**src/rtl/keypad_emulator_if.sv**
```systemverilog
// Command handshake between a stimulus controller and keypad_emulator.
// The master queues {key, hold} commands; the slave (emulator) returns cmd_ready.
interface keypad_emulator_if #(
    parameter int HOLDBITS = 8
);
    logic                cmd_valid;
    logic [3:0]          cmd_key;
    logic [HOLDBITS-1:0] cmd_hold;
    logic                cmd_ready;

    modport master (output cmd_valid, output cmd_key, output cmd_hold, input cmd_ready);
    modport slave  (input cmd_valid, input cmd_key, input cmd_hold, output cmd_ready);
endinterface

```
**src/rtl/keypad_emulator.sv**
```systemverilog
// 4x4 hex keypad responder: queued key presses drive rows back against the reader's column scan.
// Optional contact bounce on the first PRESS cycles when KEYEMU_BOUNCE_EN is defined.
module keypad_emulator #(
    parameter int DEPTH     = 4,
    parameter int HOLDBITS  = 8,
    parameter int GAPCYCLES = 16
) (
    input  logic               clk1,
    input  logic               reset,
    keypad_emulator_if.slave   cmd,
    input  logic [3:0]         cols,
    output logic [3:0]         rows,
    output logic               key_active,
    output logic               busy,
    output logic               done
);
    localparam int PW = $clog2(DEPTH);
    localparam int CW = PW + 1;
    localparam int GW = $clog2(GAPCYCLES) + 1;

    typedef enum logic [1:0] {S_IDLE, S_PRESS, S_RELEASE} state_e;

    state_e              state_q, state_d;
    logic [3:0]          key_q, key_d;
    logic [HOLDBITS-1:0] hold_q, hold_d;
    logic [GW-1:0]       gap_q, gap_d;
    logic                done_q, done_d;

    logic [PW-1:0]       wr_ptr_q, rd_ptr_q;
    logic [CW-1:0]       count_q;
    logic [3:0]          key_mem_q  [DEPTH];
    logic [HOLDBITS-1:0] hold_mem_q [DEPTH];

    logic                full, push, pop;
    logic [HOLDBITS-1:0] head_hold;
    logic [3:0]          col_mask, row_mask;

`ifdef KEYEMU_BOUNCE_EN
    logic [2:0]          bcnt_q, bcnt_d;
    logic                tog_q, tog_d;
`endif

    assign full      = (count_q == CW'(DEPTH));
    assign push      = cmd.cmd_valid & ~full;
    assign pop       = (state_q == S_IDLE) && (count_q != '0);
    assign head_hold = hold_mem_q[rd_ptr_q];

    always_ff @(posedge clk1 or negedge reset) begin
        if (!reset) begin
            wr_ptr_q <= '0;
            rd_ptr_q <= '0;
            count_q  <= '0;
        end else begin
            if (push) wr_ptr_q <= wr_ptr_q + PW'(1);
            if (pop)  rd_ptr_q <= rd_ptr_q + PW'(1);
            case ({push, pop})
                2'b10:   count_q <= count_q + CW'(1);
                2'b01:   count_q <= count_q - CW'(1);
                default: count_q <= count_q;
            endcase
        end
    end

    always_ff @(posedge clk1) begin
        if (push) begin
            key_mem_q[wr_ptr_q]  <= cmd.cmd_key;
            hold_mem_q[wr_ptr_q] <= cmd.cmd_hold;
        end
    end

    always_ff @(posedge clk1 or negedge reset) begin
        if (!reset) begin
            state_q <= S_IDLE;
            key_q   <= '0;
            hold_q  <= '0;
            gap_q   <= '0;
            done_q  <= 1'b0;
`ifdef KEYEMU_BOUNCE_EN
            bcnt_q  <= '0;
            tog_q   <= 1'b0;
`endif
        end else begin
            state_q <= state_d;
            key_q   <= key_d;
            hold_q  <= hold_d;
            gap_q   <= gap_d;
            done_q  <= done_d;
`ifdef KEYEMU_BOUNCE_EN
            bcnt_q  <= bcnt_d;
            tog_q   <= tog_d;
`endif
        end
    end

    always_comb begin
        state_d = state_q;
        key_d   = key_q;
        hold_d  = hold_q;
        gap_d   = gap_q;
        done_d  = 1'b0;
`ifdef KEYEMU_BOUNCE_EN
        bcnt_d  = bcnt_q;
        tog_d   = ~tog_q;
`endif
        case (state_q)
            S_IDLE: begin
                if (count_q != '0) begin
                    key_d   = key_mem_q[rd_ptr_q];
                    // a zero hold still yields one PRESS cycle
                    hold_d  = (head_hold == '0) ? '0 : head_hold - HOLDBITS'(1);
                    state_d = S_PRESS;
`ifdef KEYEMU_BOUNCE_EN
                    bcnt_d  = '0;
                    tog_d   = 1'b0;
`endif
                end
            end
            S_PRESS: begin
`ifdef KEYEMU_BOUNCE_EN
                if (bcnt_q != 3'd4) bcnt_d = bcnt_q + 3'd1;
`endif
                if (hold_q == '0) begin
                    gap_d   = GW'(GAPCYCLES - 1);
                    state_d = S_RELEASE;
                end else begin
                    hold_d  = hold_q - HOLDBITS'(1);
                end
            end
            S_RELEASE: begin
                if (gap_q == '0) begin
                    done_d  = 1'b1;
                    state_d = S_IDLE;
                end else begin
                    gap_d   = gap_q - GW'(1);
                end
            end
            default: state_d = S_IDLE;
        endcase
    end

    always_comb begin
        col_mask = '0;
        row_mask = '0;
        case (key_q)
            4'h1: begin col_mask = 4'b1000; row_mask = 4'b1000; end
            4'h4: begin col_mask = 4'b1000; row_mask = 4'b0100; end
            4'h7: begin col_mask = 4'b1000; row_mask = 4'b0010; end
            4'hE: begin col_mask = 4'b1000; row_mask = 4'b0001; end
            4'h2: begin col_mask = 4'b0100; row_mask = 4'b1000; end
            4'h5: begin col_mask = 4'b0100; row_mask = 4'b0100; end
            4'h8: begin col_mask = 4'b0100; row_mask = 4'b0010; end
            4'h0: begin col_mask = 4'b0100; row_mask = 4'b0001; end
            4'h3: begin col_mask = 4'b0010; row_mask = 4'b1000; end
            4'h6: begin col_mask = 4'b0010; row_mask = 4'b0100; end
            4'h9: begin col_mask = 4'b0010; row_mask = 4'b0010; end
            4'hF: begin col_mask = 4'b0010; row_mask = 4'b0001; end
            4'hA: begin col_mask = 4'b0001; row_mask = 4'b1000; end
            4'hB: begin col_mask = 4'b0001; row_mask = 4'b0100; end
            4'hC: begin col_mask = 4'b0001; row_mask = 4'b0010; end
            default: begin col_mask = 4'b0001; row_mask = 4'b0001; end
        endcase
    end

    always_comb begin
        rows = '0;
        if ((state_q == S_PRESS) && ((cols & col_mask) != '0)) rows = row_mask;
`ifdef KEYEMU_BOUNCE_EN
        if ((bcnt_q != 3'd4) && tog_q) rows = '0;
`endif
        key_active    = (state_q == S_PRESS);
        busy          = (state_q != S_IDLE) || (count_q != '0);
        done          = done_q;
        cmd.cmd_ready = ~full;
    end
endmodule

```
**src/flat_wrapper.sv**
```systemverilog
// flat-port wrapper written by rule: the top's interface ports become plain ports
module keypad_emulator_flat 
#(
    parameter int DEPTH     = 4,
    parameter int HOLDBITS  = 8,
    parameter int GAPCYCLES = 16
)
  (clk1, reset, cols, rows, key_active, busy, done, cmd_cmd_valid, cmd_cmd_key, cmd_cmd_hold, cmd_cmd_ready);
  keypad_emulator_if #(.HOLDBITS(HOLDBITS)) cmd_i ();
  input  logic clk1;
  input  logic reset;
  input  logic [3:0] cols;
  output logic [3:0] rows;
  output logic key_active;
  output logic busy;
  output logic done;
  input wire logic [$bits(cmd_i.cmd_valid)-1:0] cmd_cmd_valid;
  input wire logic [$bits(cmd_i.cmd_key)-1:0] cmd_cmd_key;
  input wire logic [$bits(cmd_i.cmd_hold)-1:0] cmd_cmd_hold;
  output wire logic [$bits(cmd_i.cmd_ready)-1:0] cmd_cmd_ready;
  assign cmd_i.cmd_valid = cmd_cmd_valid;
  assign cmd_i.cmd_key = cmd_cmd_key;
  assign cmd_i.cmd_hold = cmd_cmd_hold;
  assign cmd_cmd_ready = cmd_i.cmd_ready;
  keypad_emulator #(.DEPTH(DEPTH), .HOLDBITS(HOLDBITS), .GAPCYCLES(GAPCYCLES)) u_core (.clk1(clk1), .reset(reset), .cmd(cmd_i), .cols(cols), .rows(rows), .key_active(key_active), .busy(busy), .done(done));
endmodule
```
**config.mk**
```make
export PLATFORM = sky130hd
export DESIGN_NAME = keypad_emulator_flat
export DESIGN_NICKNAME = d
export VERILOG_FILES = /design/src/rtl/keypad_emulator_if.sv /design/src/rtl/keypad_emulator.sv /design/src/flat_wrapper.sv
export SDC_FILE = /design/constraint.sdc
export NUM_CORES = 1
export LEC_CHECK = 0
export CAP_MARGIN = 5
export CORE_ASPECT_RATIO = 0.7
export CORE_MARGIN = 4
export CORE_UTILIZATION = 50
export DETAILED_ROUTE_END_ITERATION = 7
export GPL_TIMING_DRIVEN = 0
export PLACE_DENSITY = 0.7
export SYNTH_ARGS = -nofsm -noshare
export SYNTH_HDL_FRONTEND = slang
export SYNTH_SLANG_ARGS = --single-unit
```
**constraint.sdc**
```tcl
create_clock -name clk1 -period 3.2 [get_ports clk1]
set_clock_uncertainty 0.15 [all_clocks]
set_input_delay 0.48 -clock clk1 [delete_from_list [all_inputs] [get_ports clk1]]
set_output_delay 0.48 -clock clk1 [all_outputs]
set_load 0.02 [all_outputs]
```
==> run_results.csv, run 1 <==
group,metric,value,unit
worst_setup_path,critPathMaxFanout,4,
sta,slew_violations,0,
sta,setup_viol,0,
yosys,yosysTopAreaCellShare,38.3,%
worst_setup_path,reg2regPathDepth,8,
power_and_ir_drop,powerDensity,925,nW/µm²
clock_tree,htreeDepth,3,
power_and_ir_drop,vdd_ir_drop_max,0.392,mV
sta,maxSlewHeadroom,42.3,%
yosys,synth_seq_area_share,56.3,%
final_layout,antenna_cells,0,
yosys,async_reset_ff_share,36.0,%
placement,numPortBuffers,26,
yosys,synth_area_leaders,"edfxtp_1 38%, dfrtp_1 18%, ha_1 7.0%",
sta,grt_setup_unrepaired,"yes",
sta,min_period,3.01,ns
worst_setup_path,rrSetupSlack,0.36,ns
global_route,use_met1,22.5,%
yosys,synthesis.nets,329,
die,core,7290,µm²
sta,finalWorstSetupSlack,0.186,ns
yosys,synth_warnings,0,
global_route,grt_pass1_vias,2268,
yosys,synthSimpleGateAreaFrac,11.1,%
placement,place.gp.congestion,0.868,
yosys,synth_compound_area_share,9.02,%
worst_setup_path,worstPathRequired,2.57,ns
outcome,violations,"negative hold slack",
yosys,synthFlopType,"edfxtp_1",
worst_setup_path,arrival,2.38,ns
routing,wl_per_cell,15.4,µm
global_route,grt_use_met2,24.2,%
yosys,synth_mux_area_share,9.75,%
worst_setup_path,r2r_end,"u_core.count_q[2]",
die,die_w,112,µm
yosys,synth-seq-cells,75,
clock_tree,cts_root_buffer,"clkbuf_8",
routing,via_per_inst,5.47,
yosys,synth_cell_type_count,51,
routing,dr_total_vias,2345,
global_route,use_met3,4.74,%
min_path,hp-class,"input pin to asynchronous set/reset pin",
worst_setup_path,end_kind,"output port",
sta,hold_viol,27,
die,pin_count,27,
die,die_h,80.5,µm
outcome,status,"finished, violations left",
final_layout,nFillCells,603,
worst_setup_path,worstSetupPathType,"flip-flop to output port",
global_route,groute.usage.overall,16.3,%
clock_tree,numCtsBuffers,9,
yosys,synth_xor_area_share,2.56,%
clock_tree,clk_pin_slew,0.08,ns
global_route,grt_antenna_before_repair,0,
die,rows,26,
clock_tree,clock_latency,0.35,ns
sta,whs,-0.0204,ns
yosys,synth_top_area_cell,"edfxtp_1",
sta,max_freq,332,MHz
routing,drtIter0Drc,117,
job,maxCapViolations,0,
yosys,synth-edff-count,48,
routing,finalWirelength,6.61,mm
worst_setup_path,r2r_start,"u_core.count_q[1]",
clock_tree,cts_buffer_depth,2,
die,die-area,8990,µm²
routing,drtAntennaViolNets,0,
power_and_ir_drop,p_leak,1.69,nW
global_route,grt.busiest_layer,"met2",
clock_tree,cts_tree,"built",
final_layout,fin_nets,367,
worst_setup_path,start_kind,"flip-flop",
placement,place_area,4140,µm²
global_route,grt_overflow,0,
placement,place_hpwl,4.61,mm
routing,drc,0,
final_layout,finalInstanceArea,4320,µm²
global_route,grt_pass1_wl,11.2,mm
yosys,synth_top_family_by_area,"simple AND/OR/NAND/NOR gates",
yosys,syn_avg_cell_area,13.1,µm²
sta,tightest_slew,0.858,ns
global_route,grt_max_degree,28,
final_layout,drive_gt1_share,12.1,%
routing,firstDrtPassIters,5,
final_layout,area_growth_syn_to_layout,15.0,%
die,initial_utilization,51.6,%
yosys,synthesis.area,3760,µm²
placement,dp_slack,0.159,ns
sta,period_share,94.2,%
clock_tree,clock-sinks,75,
yosys,synth_fa_ha_area_share,7.52,%
yosys,synthesis.instances,288,
[worst max path at each step]
stage | start | endpoint | slack, ns | depth (start not counted)
final | u_core.state_q[0] | busy | 0.19 | 5
after detailed placement | cols[3] | rows[3] | 0.16 | 7
after floorplan | u_core.state_q[1] | rows[3] | 0.80 | 5
after global routing | u_core.state_q[0] | busy | -0.02 | 5
after CTS | u_core.key_q[1] | rows[3] | 0.12 | 8
after global placement | cols[2] | rows[3] | 0.19 | 7
[cell families after synthesis]
family	after synthesis
compound gates	52
xor+xnor	11
fa+ha+maj	22
buf+inv	30
flops	75
mux	18
simple gates	80
[cell type report]
cell class              instances  area, µm²  area share (%)
plain buffers                   7       52.6            1.22
multi-input cells             183       1510            35.0
flip-flops and latches         75       2120            49.0
well taps                      98        123            2.84
clock inverters                 6       47.5            1.10
inverters                      23       86.3            2.00
repair buffers                 27        258            5.96
clock buffers                  10        128            2.95
[per-stage QoR]
step / utilization, % / setup TNS, ns / cells / total power [mW]
global route: 59.3 / -0.0212 / 429 / 4.33
finish: 59.3 / 0 / 429 / 4.00
detailed placement: 56.8 / 0 / 412 / 3.35
global placement: 56.8 / 0 / 412 / 3.30
CTS: 59.3 / 0 / 428 / 4.01
floorplan: - / 0 / 288 / 2.86
[critical path: stages, from the launching register on]
cell and delay [ns]:
dfrtp_1 0.39, inv_1 0.12, ha_1 0.22, nor4b_1 0.52, inv_1 0.20, clkdlybuf4s50_1 0.58
[placed cells by master, fill, tap and decap left out, types with 2 or more instances in the layout]
| master | count |
|---|---|
| a21oi_1 | 12 |
| a22oi_1 | 5 |
| a31oi_1 | 2 |
| and3_1 | 4 |
| buf_2 | 3 |
| clkbuf_1 | 4 |
| clkbuf_8 | 9 |
| clkdlybuf4s50_1 | 21 |
| dfrtp_1 | 26 |
| dlygate4sd2_1 | 4 |
| edfxtp_1 | 48 |
| ha_1 | 20 |
| inv_1 | 21 |
| inv_6 | 3 |
| mux2_2 | 2 |
| mux2i_1 | 4 |
| mux4_1 | 9 |
| mux4_2 | 3 |
| nand2_1 | 24 |
| nand2b_1 | 4 |
| nand3_1 | 2 |
| nor2_1 | 18 |
| nor2b_1 | 3 |
| nor3_1 | 8 |
| nor3b_1 | 2 |
| nor4b_1 | 3 |
| o211ai_1 | 2 |
| o211ai_2 | 2 |
| o21a_1 | 2 |
| o21ai_0 | 15 |
| o221ai_1 | 3 |
| or2_2 | 3 |
| or3_1 | 2 |
| xnor2_1 | 9 |
| xor2_1 | 2 |
[power by group]
| part | switching, mW | internal [mW] |
|---|---|---|
| logic | 1.07 | 0.809 |
| clock network | 0.369 | 0.290 |
| registers | 0.145 | 1.31 |
| total | 1.58 | 2.41 |
[state kept, by name, indices dropped and copies added, names as in the netlist, 2 cells and up]
name	flops
u_core.count_q	3
u_core.gap_q	5
u_core.hold_mem_q	32
u_core.hold_q	8
u_core.key_mem_q	16
u_core.key_q	4
u_core.rd_ptr_q	2
u_core.state_q	2
u_core.wr_ptr_q	2
[synth_stat cells, types with 3 or more instances]
master / instances
nor2b_1: 3
a22oi_1: 5
nor2_1: 18
edfxtp_1: 48
a21oi_1: 12
nor4b_1: 3
o21ai_0: 15
mux2i_1: 4
and3_1: 4
mux4_2: 3
ha_1: 21
xnor2_1: 9
mux4_1: 9
nand2b_1: 4
dfrtp_1: 27
clkbuf_1: 3
nand2_1: 24
o221ai_1: 3
nor3_1: 8
or2_2: 3
inv_1: 22
[routing by layer]
layer  vias up  routed length (µm)
li1       1143                   -
met1      1140                3260
met2        49                2940
met3        13                 298
met4         0                 116
met5         -                   0
[what timing repair did]
item | in CTS | in global routing
hold buffers | 0 | 0
setup buffers | 0 | 1
gates resized for setup | 5 | 3
pin swaps | 0 | 1
endpoints found under the setup margin | 4 | 6
hold endpoints to repair | 0 | 0
No activity file was read; power rests on OpenSTA's default activity.
==> run 2, diff against run 1 <==
ABC_AREA = 0   (was default)
==> results of run 2 <==
The final DEF is identical to that of run 1; final timing and power are the same.
